==> src/rtl/pipeline_pkg.sv <==
`default_nettype none
// ============================================================================
//  Module   : pipeline_pkg
//  Purpose  : Shared types and constants for the 20-bit pipelined core.
//  Revision : 1.0  initial release
// ============================================================================
package pipeline_pkg;

    localparam int DATA_WIDTH = 20;
    localparam int IMEM_ADDR_WIDTH = 10;

    // All-zero word decodes as a harmless no-op in the downstream stages.
    localparam logic [DATA_WIDTH-1:0] NOP_INSTR = 20'h0;

    typedef enum logic [2:0] {
        OP_ALUI   = 3'b010,
        OP_LOAD   = 3'b011,
        OP_STORE  = 3'b100,
        OP_BRANCH = 3'b101
    } opcode_t;

    typedef struct packed {
        logic                       valid;
        logic [DATA_WIDTH-1:0]      instr;
        logic [IMEM_ADDR_WIDTH-1:0] pc;
    } ifid_t;

    // Decode extracts the opcode from the low three instruction bits.
    function automatic logic [2:0] get_opcode(input logic [DATA_WIDTH-1:0] instr);
        return instr[2:0];
    endfunction

endpackage
`default_nettype wire

==> src/rtl/fetch_skid_buf.sv <==
`default_nettype none
// ============================================================================
//  Module   : fetch_skid_buf
//  Purpose  : One-entry holding buffer for a fetch word returned while
//             decode is stalled. Clear beats load beats consume.
//  Revision : 1.0  initial release
// ============================================================================
module fetch_skid_buf #(
    parameter int DATA_WIDTH = 20,
    parameter int ADDR_WIDTH = 10
) (
    input  logic                  clk,
    input  logic                  rst_n,
    input  logic                  clear,
    input  logic                  load,
    input  logic                  consume,
    input  logic [DATA_WIDTH-1:0] load_instr,
    input  logic [ADDR_WIDTH-1:0] load_pc,
    output logic                  valid,
    output logic [DATA_WIDTH-1:0] instr,
    output logic [ADDR_WIDTH-1:0] pc
);

    logic                  valid_q;
    logic [DATA_WIDTH-1:0] instr_q;
    logic [ADDR_WIDTH-1:0] pc_q;

    // Buffer state: capture on load, drop on clear or consume, otherwise hold.
    always_ff @(posedge clk or negedge rst_n) begin
        if (!rst_n) begin
            valid_q <= 1'b0;
            instr_q <= '0;
            pc_q    <= '0;
        end else if (clear) begin
            valid_q <= 1'b0;
        end else if (load) begin
            valid_q <= 1'b1;
            instr_q <= load_instr;
            pc_q    <= load_pc;
        end else if (consume) begin
            valid_q <= 1'b0;
        end
    end

    assign valid = valid_q;
    assign instr = instr_q;
    assign pc    = pc_q;

endmodule
`default_nettype wire

==> src/rtl/fetch_stage.sv <==
`default_nettype none
// ============================================================================
//  Module   : fetch_stage
//  Purpose  : PC sequencing, synchronous instruction-memory request and the
//             IF/ID pipeline register. Redirect beats stall beats run.
//  Revision : 1.0  initial release
// ============================================================================
module fetch_stage
    import pipeline_pkg::*;
#(
    parameter int DATA_WIDTH = 20,
    parameter int ADDR_WIDTH = 10,
    parameter int RESET_PC   = 0
) (
    input  logic                  clk,
    input  logic                  rst_n,
    input  logic                  stall_i,
    input  logic                  redirect_i,
    input  logic [ADDR_WIDTH-1:0] redirect_pc_i,
    output logic                  imem_req_o,
    output logic [ADDR_WIDTH-1:0] imem_addr_o,
    input  logic [DATA_WIDTH-1:0] imem_rdata_i,
    output logic                  ifid_valid_o,
    output logic [DATA_WIDTH-1:0] ifid_instr_o,
    output logic [ADDR_WIDTH-1:0] ifid_pc_o
);

    localparam logic [ADDR_WIDTH-1:0] RESET_ADDR = ADDR_WIDTH'(RESET_PC);
    localparam logic [ADDR_WIDTH-1:0] PC_ONE     = ADDR_WIDTH'(1);
    localparam logic [DATA_WIDTH-1:0] NOP_WORD   = DATA_WIDTH'(NOP_INSTR);

    logic [ADDR_WIDTH-1:0] pc_q;
    logic                  req_valid_q;
    logic [ADDR_WIDTH-1:0] req_pc_q;

    logic                  skid_valid;
    logic [DATA_WIDTH-1:0] skid_instr;
    logic [ADDR_WIDTH-1:0] skid_pc;

    logic                  run;
    logic                  stall_only;

    assign run        = !redirect_i && !stall_i;
    assign stall_only = !redirect_i && stall_i;

    // Requests are gated by rst_n so the memory sees no read while in reset.
    assign imem_req_o  = rst_n && (redirect_i || !stall_i);
    assign imem_addr_o = (rst_n && redirect_i) ? redirect_pc_i : pc_q;

    // Data returned during a stall parks in the skid; redirect drops it.
    fetch_skid_buf #(
        .DATA_WIDTH (DATA_WIDTH),
        .ADDR_WIDTH (ADDR_WIDTH)
    ) u_skid (
        .clk        (clk),
        .rst_n      (rst_n),
        .clear      (redirect_i),
        .load       (stall_only && req_valid_q),
        .consume    (run),
        .load_instr (imem_rdata_i),
        .load_pc    (req_pc_q),
        .valid      (skid_valid),
        .instr      (skid_instr),
        .pc         (skid_pc)
    );

    // PC sequencing and tracking of the request whose data arrives next cycle.
    always_ff @(posedge clk or negedge rst_n) begin
        if (!rst_n) begin
            pc_q        <= RESET_ADDR;
            req_valid_q <= 1'b0;
            req_pc_q    <= RESET_ADDR;
        end else if (redirect_i) begin
            pc_q        <= redirect_pc_i + PC_ONE;
            req_valid_q <= 1'b1;
            req_pc_q    <= redirect_pc_i;
        end else if (stall_i) begin
            req_valid_q <= 1'b0;
        end else begin
            pc_q        <= pc_q + PC_ONE;
            req_valid_q <= 1'b1;
            req_pc_q    <= pc_q;
        end
    end

    // IF/ID register: flush on redirect, hold on stall, skid first when running.
    always_ff @(posedge clk or negedge rst_n) begin
        if (!rst_n) begin
            ifid_valid_o <= 1'b0;
            ifid_instr_o <= NOP_WORD;
            ifid_pc_o    <= '0;
        end else if (redirect_i) begin
            ifid_valid_o <= 1'b0;
            ifid_instr_o <= NOP_WORD;
        end else if (!stall_i) begin
            if (skid_valid) begin
                ifid_valid_o <= 1'b1;
                ifid_instr_o <= skid_instr;
                ifid_pc_o    <= skid_pc;
            end else if (req_valid_q) begin
                ifid_valid_o <= 1'b1;
                ifid_instr_o <= imem_rdata_i;
                ifid_pc_o    <= req_pc_q;
            end else begin
                ifid_valid_o <= 1'b0;
                ifid_instr_o <= NOP_WORD;
            end
        end
    end

    // A word is either in flight or parked, never both.
    a_skid_req_exclusive: assert property (
        @(posedge clk) disable iff (!rst_n) !(skid_valid && req_valid_q)
    );

endmodule
`default_nettype wire

==> config.mk <==
export PLATFORM = sky130hd
export DESIGN_NAME = fetch_stage
export DESIGN_NICKNAME = d
export VERILOG_FILES = /design/src/rtl/pipeline_pkg.sv /design/src/rtl/fetch_skid_buf.sv /design/src/rtl/fetch_stage.sv
export SDC_FILE = /design/constraint.sdc
export NUM_CORES = 1
export LEC_CHECK = 0
export ABC_AREA = 1
export CAP_MARGIN = 30
export CORE_ASPECT_RATIO = 0.75
export CORE_MARGIN = 1.5
export CORE_UTILIZATION = 52
export DETAILED_ROUTE_END_ITERATION = 6
export GPL_TIMING_DRIVEN = 0
export HOLD_SLACK_MARGIN = 0.05
export PLACE_DENSITY = 0.89
export SETUP_SLACK_MARGIN = 0.3
export SKIP_LAST_GASP = 1
export SLEW_MARGIN = 20
export SYNTH_ARGS = -nofsm -noshare
export SYNTH_HDL_FRONTEND = slang
export SYNTH_HIERARCHICAL = 1
export SYNTH_SLANG_ARGS = --single-unit
==> constraint.sdc <==
create_clock -name clk -period 1.7 [get_ports clk]
set_input_delay 0.255 -clock clk [delete_from_list [all_inputs] [get_ports clk]]
set_output_delay 0.255 -clock clk [all_outputs]
set_load 0.05 [all_outputs]
Word-level counts from Yosys, hierarchy flattened
Index checks and enable logic that the tools add are counted.

Add/sub/neg operators: 2. Equal/unequal tests: 1. Mux-type cells: 20. Bitwise logic cells: 2. Reduce and logical (&&, ||, !) cells: 12.

Operator list (count): $mux W20 (4); $mux W10 (7); $add A10 B1 Y10 const B (2); $mux W1 (9); $logic_and A1 B1 Y1 (5); $reduce_and A3 Y1 (1); $reduce_bool A3 Y1 (1); $logic_not A1 Y1 (2); $ne A2 B1 Y1 const B (1); $not A1 Y1 (2); $reduce_and A2 Y1 (1); $reduce_bool A2 Y1 (1); $logic_or A1 B1 Y1 (1).

Bits in registers: 83. Input port bits: 34.

Logic depth before layout (Yosys ltp)
Gate-level depths: netlist of the first run.

Depth after elaboration: 5. Depth in mapped cells: 10.

Modules after synthesis
Netlist of the first run, hierarchy kept.

By module, submodules not included: fetch_stage (instances 1, cells an instance 334, area an instance 2707.6 sq um, sequential area each 1301.2 sq um); fetch_skid_buf (instances 1, cells an instance 135, area an instance 1214.9 sq um, sequential area each 775.7 sq um).

Least setup slack after synthesis of the first run
Ideal clock, no wire load.

Kind: input port to output port. Start: input port redirect_i. End: output port imem_addr_o[3]. Arrival time: 1.890 ns. Slack: -0.445 ns. Stages on the path: 5. Cells stage by stage: buf_6 -> buf_8 -> nand2_1 -> buf_2 -> o21ai_0.

Longest elaborated chain between the ends: 2.

Ends and longest elaborated chain: start: declaration (RTL line fetch_stage.sv:18) `input logic redirect_i,`; $logic_and A1 B1 Y1 (RTL line fetch_stage.sv:48) `assign imem_addr_o = (rst_n && redirect_i) ? redirect_pc_i : pc_q;`; $mux W10 (RTL line fetch_stage.sv:48); end: declaration (RTL line fetch_stage.sv:21) `output logic [ADDR_WIDTH-1:0] imem_addr_o,`.

No other way between the ends.

Final worst setup path of the first run
Start: register pc_q[0]. End: output port imem_addr_o[0].

Longest elaborated chain between the ends: 1.

Ends and longest elaborated chain: start: declaration (RTL line fetch_stage.sv:32) `logic [ADDR_WIDTH-1:0] pc_q;`; start signal: assignment (RTL line fetch_stage.sv:74) `pc_q <= redirect_pc_i + PC_ONE;`; start signal: assignment (RTL line fetch_stage.sv:80) `pc_q <= pc_q + PC_ONE;`; $mux W10 (RTL line fetch_stage.sv:48).

No other way between the ends.

==> results.ini, run 1 <==
[setup_path]
end_kind = primary output
crit_chain = mux2_4 -> buf_8
crit_slowest_cell = dfrtp_1
crit_family = flip-flops
path_buf_inv = 1
criticalPathCategory = flip-flop to primary output
crit_required_ns = 1.44
cp.arrival_ns = 1.21
critPathMaxStageDelay_ns = 0.42
cp_max_fo = 3
reg2reg_from = u_skid/valid
start_kind = flip-flop
critical_path.startpoint = pc_q[0]

[outcome]
status = complete, but fails checks
violations = negative hold slack

[final_layout]
nNetsFinal = 600
area_growth_pct = 34.3
fillers = 534
fin_util = 0.719
fin_area_um2 = 5270
drive_above_1_share = 0.233

[logic_synthesis]
synth_nets = 504
ys_seq_area_frac = 0.530
ys_warn_count = 6
ys_seq_elements = 83
syn_area_per_cell_um2 = 8.36
syn_area_um2 = 3920
yosysUniqueCellTypes = 28
syn_inst = 469

[clock_network]
clk_pin_slew_ns = 0.09
cts_inserted_buffers = 9
cts_htree_levels = 3
cts_sinks = 83
cts_root_buf = clkbuf_8
cts_tree = built
clockBufferDepth = 2
clk-insertion-delay-late_ns = 0.36

[sta]
finalCritPeriodShare = 0.862
hold_viol_final = 31
relSlewSlack = 0.706
setup-violations-final = 0
final.min_clock_period_ns = 1.46
skew_ns = 0.0104
drv_slew = 0
clock.fmax_mhz = 683
fin_ws_ns = 0.235
hold_ws_ns = -0.238
worst_pin_slew_ns = 0.442
rsz0062_at_grt = true

[pwr]
p_leak_uw = 0.00261
total_power_uw = 5290
vdd_drop_max_mv = 0.637
p_per_area_nw_per_um2 = 1000

[job]
cap_violations = 0

[routing]
routed_wirelength_um = 10400
wire_per_inst_um = 15.5
dr.pass1.iters = 5
drt_iter0_markers = 240
dr_total_vias = 3686
drc = 0
viasPerCell = 5.49
final_antenna_net_count = 0

[placed_design]
placedInstanceArea_um2 = 4870
place_ws_ns = -0.904
dp_hpwl_um = 6890
io_buffers = 75
gp_congestion = 0.870

[floorplanning]
rows = 27
die_y_um = 78.2
core-area_um2 = 7330
die_w_um = 103
start_util = 0.535
die_area_um2 = 8080
design.portCount = 76

[min_path]
hold_path_class = input pin to asynchronous set/reset pin

[global_routing]
gr-total-overflow = 0
grt_use_total = 0.271
grt_pass1_wl_um = 16800
grt_max_degree = 53
first_global_vias = 3587
antenna_found_initial = 0

==> per-layer routing <==
| metal | part of all wire | global-route usage | vias up | wire length, um |
|---|---|---|---|---|
| met2 | 0.48 | 0.426 | 170 | 5000 |
| met1 | 0.43 | 0.373 | 1776 | 4480 |
| met5 | 0 | 0 | - | 0 |
| met4 | 0.011 | 0.0784 | 0 | 119 |
| met3 | 0.076 | 0.0703 | 15 | 791 |
| li1 | - | - | 1725 | - |
==> cell usage after synthesis <==
library cell	n	area share
a21oi_1	5	0.0064
a22oi_1	20	0.038
a31oi_1	2	0.0032
buf_2	19	0.024
buf_4	1	0.0019
buf_6	2	0.0057
buf_8	1	0.0038
clkbuf_1	3	0.0029
clkbuf_2	2	0.0026
dfrtp_1	83	0.53
ha_1	1	0.0032
inv_1	22	0.021
inv_2	3	0.0029
inv_8	1	0.0029
mux2_2	3	0.0086
nand2_1	177	0.17
nand2_2	5	0.0080
nand2_4	3	0.0086
nand3_1	44	0.056
nand3_4	1	0.0045
nor2_1	20	0.019
nor2_4	2	0.0057
o211ai_1	2	0.0038
o21a_1	2	0.0038
o21ai_0	40	0.051
o21ai_2	3	0.0067
o21ai_4	1	0.0041
o21bai_1	1	0.0019
==> power by group <==
part / switching (uW) / internal [uW]
Sequential: 180 / 2260
Combinational: 997 / 548
Clock: 770 / 538
==> what timing repair did <==
action | CTS | global route
pin swaps | 1 | 1
endpoints found under the hold margin | 31 | 31
gates resized for setup | 195 | 38
buffers inserted | 6 | 2
endpoints found under the setup margin | 88 | 65
gates cloned | 1 | 0
==> sequential cells by signal (all words and copies together), names as in the netlist <==
signal	cells
ifid_instr_o	20
u_skid/instr	20
ifid_pc_o	10
pc_q	10
req_pc_q	10
u_skid/pc	10
ifid_valid_o	1
req_valid_q	1
u_skid/valid	1
==> per-stage QoR <==
step                      setup TNS [ns]  std cells
final                                  0        672
after global routing                   0        671
after CTS                              0        669
after detailed placement          -20.58        646
after global placement           -268.07        645
after floorplan                        0        469
==> placed cells by master (no fill, tap or decap), types with 4 or more instances in the layout <==
cell type / count
nand2_1: 171
dfrtp_1: 83
nand3_1: 44
o21ai_0: 39
clkdlybuf4s50_1: 28
inv_1: 22
buf_2: 20
a22oi_1: 20
clkdlybuf4s15_2: 20
nor2_1: 16
buf_6: 12
nand2_2: 10
buf_4: 10
clkbuf_8: 9
buf_8: 6
o21ai_2: 4
nor2_4: 4
clkbuf_2: 4
==> final cells by class <==
cell class | instances | area (um2) | share of cell area
flip-flops and latches | 83 | 2080 | 0.394
multi-input cells | 332 | 1690 | 0.320
repair buffers | 85 | 895 | 0.170
plain buffers | 28 | 193 | 0.0366
well taps | 101 | 126 | 0.0240
clock buffers | 9 | 124 | 0.0235
inverters | 26 | 113 | 0.0214
clock inverters | 7 | 51.3 | 0.00974
diodes | 1 | 2.50 | 0.000475
==> path summary, 6_finish.rpt <==
check | to | slack (ns) | depth (start not counted)
worst max register to register | ifid_instr_o[13] | 0.33 | 5
max in group asynchronous | u_skid/instr[6] | 1.38 | 2
worst max-delay path | imem_addr_o[0] | 0.24 | 2
min in group clk | u_skid/valid | 0.19 | 4
worst min register to register | u_skid/pc[8] | 0.48 | 2
worst min-delay path | ifid_pc_o[5] | -0.24 | 1
==> cells by family after synthesis <==
| logic type | share of synthesized area |
|---|---|
| AOI/OAI and AO/OA | 0.119 |
| adders and majority gates | 0.00319 |
| buffers and inverters | 0.0679 |
| DFF | 0.530 |
| muxes | 0.00861 |
| and+or+nand+nor | 0.271 |
Power figures use the tool's default switching activity.
==> run 2: changes to the inputs <==
--- a/config.mk
+++ b/config.mk
@@ -9,11 +9,11 @@
 export CAP_MARGIN = 30
 export CORE_ASPECT_RATIO = 0.75
 export CORE_MARGIN = 1.5
-export CORE_UTILIZATION = 52
+export CORE_UTILIZATION = 30
 export DETAILED_ROUTE_END_ITERATION = 6
 export GPL_TIMING_DRIVEN = 0
 export HOLD_SLACK_MARGIN = 0.05
-export PLACE_DENSITY = 0.89
+export PLACE_DENSITY = 0.6
 export SETUP_SLACK_MARGIN = 0.3
 export SKIP_LAST_GASP = 1
 export SLEW_MARGIN = 20
==> results.ini, run 2 (same netlist as run 1, synthesis figures left out) <==
[sta]
worst_pin_slew_ns = 0.540  ; +0.0985 ns
clock.fmax_mhz = 696  ; +1.9%
drv_slew = 0  ; unchanged
relSlewSlack = 0.640  ; -0.0657
finalCritPeriodShare = 0.845  ; -0.0162
final.min_clock_period_ns = 1.44  ; -0.0275 ns
rsz0062_at_grt = true
hold_viol_final = 0  ; -100%
setup-violations-final = 0  ; unchanged
skew_ns = 0.00818  ; -0.00217 ns
hold_ws_ns = 0.0264  ; +0.264 ns

[setup_path]
reg2reg_to = ifid_instr_o[17]
cp.arrival_ns = 1.18  ; -0.03 ns
ff2ff_setup_slack_ns = 0.36  ; +0.03 ns
worst-r2r-cell-count = 5  ; unchanged
end_kind = primary output
critical_path.startpoint = pc_q[2]
start_kind = flip-flop
crit_required_ns = 1.44  ; about the same
cp_max_fo = 3  ; unchanged
criticalPathCategory = flip-flop to primary output
crit_end = imem_addr_o[2]
reg2reg_from = u_skid/valid

[routing]
viasPerCell = 4.79  ; -13%
routed_wirelength_um = 11300  ; +8.7%
wire_per_inst_um = 15.2  ; -1.8%
dr.pass1.iters = 4  ; -1
dr_total_vias = 3564  ; -3.3%
drt_iter0_markers = 250  ; +4.2%
final_antenna_net_count = 0  ; unchanged
drc = 0  ; unchanged

[placed_design]
io_buffers = 75  ; unchanged
gp_congestion = 0.824  ; -5.3%
dp.cells = 711  ; +10%
dp_hpwl_um = 7440  ; +8.0%
placedInstanceArea_um2 = 4950  ; +1.5%

[final_layout]
area_growth_pct = 45.9
drive_above_1_share = 0.237  ; +0.00369
fin_util = 0.457  ; -0.262
final_cell_mix = 168 x nand2_1, 83 x dfrtp_1, 44 x nand3_1, 39 x o21ai_0, 31 x clkdlybuf4s15_2
stdcell_count = 744  ; +11%
fin_area_um2 = 5720  ; +8.6%
nNetsFinal = 609  ; +1.5%
antenna_cells = 0  ; -1
final_common_cell = nand2_1

[pwr]
combPwrFrac = 0.263  ; -0.029
internal_power_uw = 4180  ; +25%
p_sw_uw = 1910  ; -1.6%
swShare = 0.314  ; -0.0540
vdd_drop_max_mv = 0.549  ; -14%
p_per_area_nw_per_um2 = 1070  ; +6.1%
p_leak_uw = 0.00275  ; +5.5%
clockPowerShare = 0.337  ; +0.090
power.share.sequential = 0.400  ; -0.061

[job]
cap_violations = 0  ; unchanged

[floorplanning]
core-area_um2 = 12500  ; +71%
rows = 35  ; +30%
die_y_um = 102  ; +30%
die_w_um = 135  ; +31%
design.portCount = 76  ; unchanged
die_area_um2 = 13800  ; +71%
start_util = 0.313  ; -0.222

[outcome]
status = finished, final reports clean

[global_routing]
antenna_found_initial = 0  ; unchanged
gr-total-overflow = 0  ; unchanged
first_global_vias = 3523  ; -1.8%
grt_use_total = 0.175  ; -0.0961
grt_max_degree = 24  ; -55%
grt_pass1_wl_um = 18300  ; +9.0%

[clock_network]
cts_sinks = 83  ; unchanged
clk-insertion-delay-late_ns = 0.34  ; -0.02 ns
cts_root_buf = clkbuf_16
cts_inserted_buffers = 9  ; unchanged
cts_htree_levels = 3  ; unchanged
cts_tree = built
clockBufferDepth = 2  ; unchanged
clk_pin_slew_ns = 0.06  ; -0.03 ns

[min_path]
hold_path_class = input pin to asynchronous set/reset pin

-- run 2: worst min-delay path by stage --
stage                                from         endpoint
final                               rst_n  u_skid/instr[1]
after global placement    u_skid/instr[3]  u_skid/instr[3]
after floorplan                     rst_n  ifid_instr_o[0]
after CTS                      redirect_i     u_skid/valid
after global routing                rst_n  u_skid/instr[1]
after detailed placement            rst_n     ifid_pc_o[7]
-- run 2: cell type report --
class	instances	area [um2]
plain buffers	28	204
clock buffers	13	250
clock inverters	2	60.1
fillers	1225	6800
inverters	26	119
multi-input cells	332	1690
flip-flops and latches	83	2080
well taps	166	208
repair buffers	94	1110
-- run 2: worst max-delay path: stages (launching register included) --
cell,delay [ns]
dfrtp_1,0.41
mux2_4,0.28
buf_8,0.15
-- run 2: layer usage --
| metal | global-route usage | wire length (um) | up-vias |
|---|---|---|---|
| met5 | 0 | 0 | - |
| met2 | 0.278 | 5010 | 96 |
| li1 | - | - | 1742 |
| met4 | 0.0455 | 130 | 0 |
| met1 | 0.239 | 5540 | 1714 |
| met3 | 0.0476 | 612 | 12 |
-- run 2: what timing repair did --
| item | CTS | global route |
|---|---|---|
| pin swaps | 1 | 4 |
| hold buffers | 5 | 0 |
| gates resized for setup | 204 | 25 |
| hold endpoints to repair | 45 | 0 |
| gates cloned | 4 | 0 |
| setup buffers | 6 | 3 |
| endpoints found under the setup margin | 96 | 46 |
-- run 2: stage by stage --
stage | setup WS (ns) | setup TNS, ns | power (uW)
5_1_grt | 0.230 | 0 | 6400
6_report | 0.263 | 0 | 6100
3_3_place_gp | -3.81 | -287.63 | 3900
2_1_floorplan | 0.255 | 0 | 3390
3_5_place_dp | -0.953 | -25.52 | 3940
4_1_cts | 0.247 | 0 | 6130
-- run 2: power by group through the flow --
stage / sequential (uW) / clock, uW / combinational, uW
floorplan: 2700 / 0 / 683
global placement: 2460 / 0 / 1450
detailed placement: 2470 / 0 / 1470
CTS: 2440 / 2110 / 1580
global route: 2470 / 2180 / 1740
finish: 2440 / 2060 / 1610
==> RTL change (settings of run 2) <==
Reset style: synchronous (`rst_n`), changed in 3 clocked blocks.
--- a/src/rtl/fetch_skid_buf.sv
+++ b/src/rtl/fetch_skid_buf.sv
@@ -26,7 +26,7 @@
     logic [ADDR_WIDTH-1:0] pc_q;
 
     // Buffer state: capture on load, drop on clear or consume, otherwise hold.
-    always_ff @(posedge clk or negedge rst_n) begin
+    always_ff @(posedge clk) begin
         if (!rst_n) begin
             valid_q <= 1'b0;
             instr_q <= '0;
--- a/src/rtl/fetch_stage.sv
+++ b/src/rtl/fetch_stage.sv
@@ -65,7 +65,7 @@
     );
 
     // PC sequencing and tracking of the request whose data arrives next cycle.
-    always_ff @(posedge clk or negedge rst_n) begin
+    always_ff @(posedge clk) begin
         if (!rst_n) begin
             pc_q        <= RESET_ADDR;
             req_valid_q <= 1'b0;
@@ -84,7 +84,7 @@
     end
 
     // IF/ID register: flush on redirect, hold on stall, skid first when running.
-    always_ff @(posedge clk or negedge rst_n) begin
+    always_ff @(posedge clk) begin
         if (!rst_n) begin
             ifid_valid_o <= 1'b0;
             ifid_instr_o <= NOP_WORD;
Formal check against the unedited RTL: differs if rst_n is asserted again (counterexample within 4 cycles, from zero or initial values and one cycle with rst_n low); with rst_n held inactive, the same outputs for 4 cycles.
==> RTL change against run 2 <==
Clock skew rose by 0.00057 ns; power fell by 18%; non-clock buffer count rose by 20; largest power group unchanged; worst setup slack got worse by 0.095 ns; area after synthesis fell by 0.86%; sequential cell count did not move; critical endpoint is now imem_addr_o[8]; wire length rose by 7.3%; cell area rose by 2.1%.
==> RTL change: results (changes against run 2) <==
synth_ff_type: "dfxtp_1"
max_stage_delay_ns: 0.30  # -0.11 ns
io_buffers: 74  # -1.3%
worst_pin_slew_ns: 0.543  # +0.00320 ns
synth_fp_nets: 599  # +19%
regArea_um2: 1660  # -20%
p_leak_nw: 2.46  # -10%
grtUsageTotal_pct: 16.8  # -0.72 points
cp_top_family: "buffers and inverters"
multi_input_area_share_pct: 35.0  # +5.4 points
nonClockBufferCount: 142  # +16%
yosys-top-cells-area: "dfxtp_1 (43%), nand2_1 (10%), nor2_1 (9.8%), a21oi_1 (9.0%), inv_1 (5.1%)"
gp_congestion: 0.863  # +4.7%
grt_pass1_vias: 3777  # +7.2%
vias: 4031  # +13%
drt_iter0_drc: 282  # +13%
fillers: 1195  # -2.4%
buf_share_pct: 24.4  # +1.4 points
synth_cell_types: 32  # +14%
drt_first_pass_iters: 5  # +1
clkCellAreaFrac_pct: 4.69  # -0.73 points
avgRoutedWirePerCell_um: 14.3  # -6.1%
inverters: 58  # +120%
status: "complete, no violations"
num-multi-input-gates: 385  # +16%
grt_pass1_wl_um: 18100  # -1.2%
dp_hpwl_um: 8000  # +7.5%
irDropWorstVdd_mv: 0.489  # -11%
nets: 714  # +17%
crit_fanout: 5  # +2
drive_gt1_share_pct: 26.8  # +3.1 points
n_clock_buffer: 14  # +1
==> RTL change: logic make-up after synthesis <==
logic type                 after synthesis  synth area share [%]
AOI/OAI and AO/OA                      121                  16.4
DFF                                     83                  42.7
xor gates and xnor gates                 1                 0.225
buffers and inverters                   96                  11.1
and+or+nand+nor                        257                  27.7
muxes                                    5                  1.45
adders and majority gates                1                 0.322
==> RTL change: where the power goes <==
part	switching [mW]	leakage [nW]	internal [mW]
registers	0.0539	0.678	2.03
logic	0.629	1.65	0.428
clock network	0.764	0.137	1.07
total	1.45	2.46	3.53
==> RTL change: through the flow <==
| step | area, µm² | setup WS, ns | util (%) | std cells |
|---|---|---|---|---|
| finish | 5840 | 0.168 | 46.8 | 850 |
| global route | 5840 | 0.119 | 46.8 | 850 |
| CTS | 5400 | 0.143 | 43.2 | 828 |
| detailed placement | 4920 | -1.07 | 39.4 | 804 |
| global placement | 4920 | -1.07 | 39.4 | 804 |
| floorplan | 3970 | 0.303 | - | 564 |
==> RTL change: path summary, 6_finish.rpt <==
check | endpoint | slack (ns)
max reg2reg | pc_q[9] | 0.35
min reg2reg | u_skid/instr[2] | 0.47
min | u_skid/valid | 0.21
max | imem_addr_o[8] | 0.17
==> RTL change: timing repair <==
item                       CTS  global route
cloned                       1             4
gates resized for setup    200            93
setup buffers                7            18
pin swaps                    2            34
hold buffers                 0             0
setup endpoints to repair  124            77
==> RTL change: per-layer routing <==
layer  share of wire (%)  wire (µm)  global-route usage [%]  up-vias
li1                    -          -                       -     2028
met5                   0          0                       0        -
met4                 2.0        237                    7.86        0
met3                 5.8        697                    4.30       21
met1                  48       5770                    21.4     1883
met2                  45       5410                    26.9       99
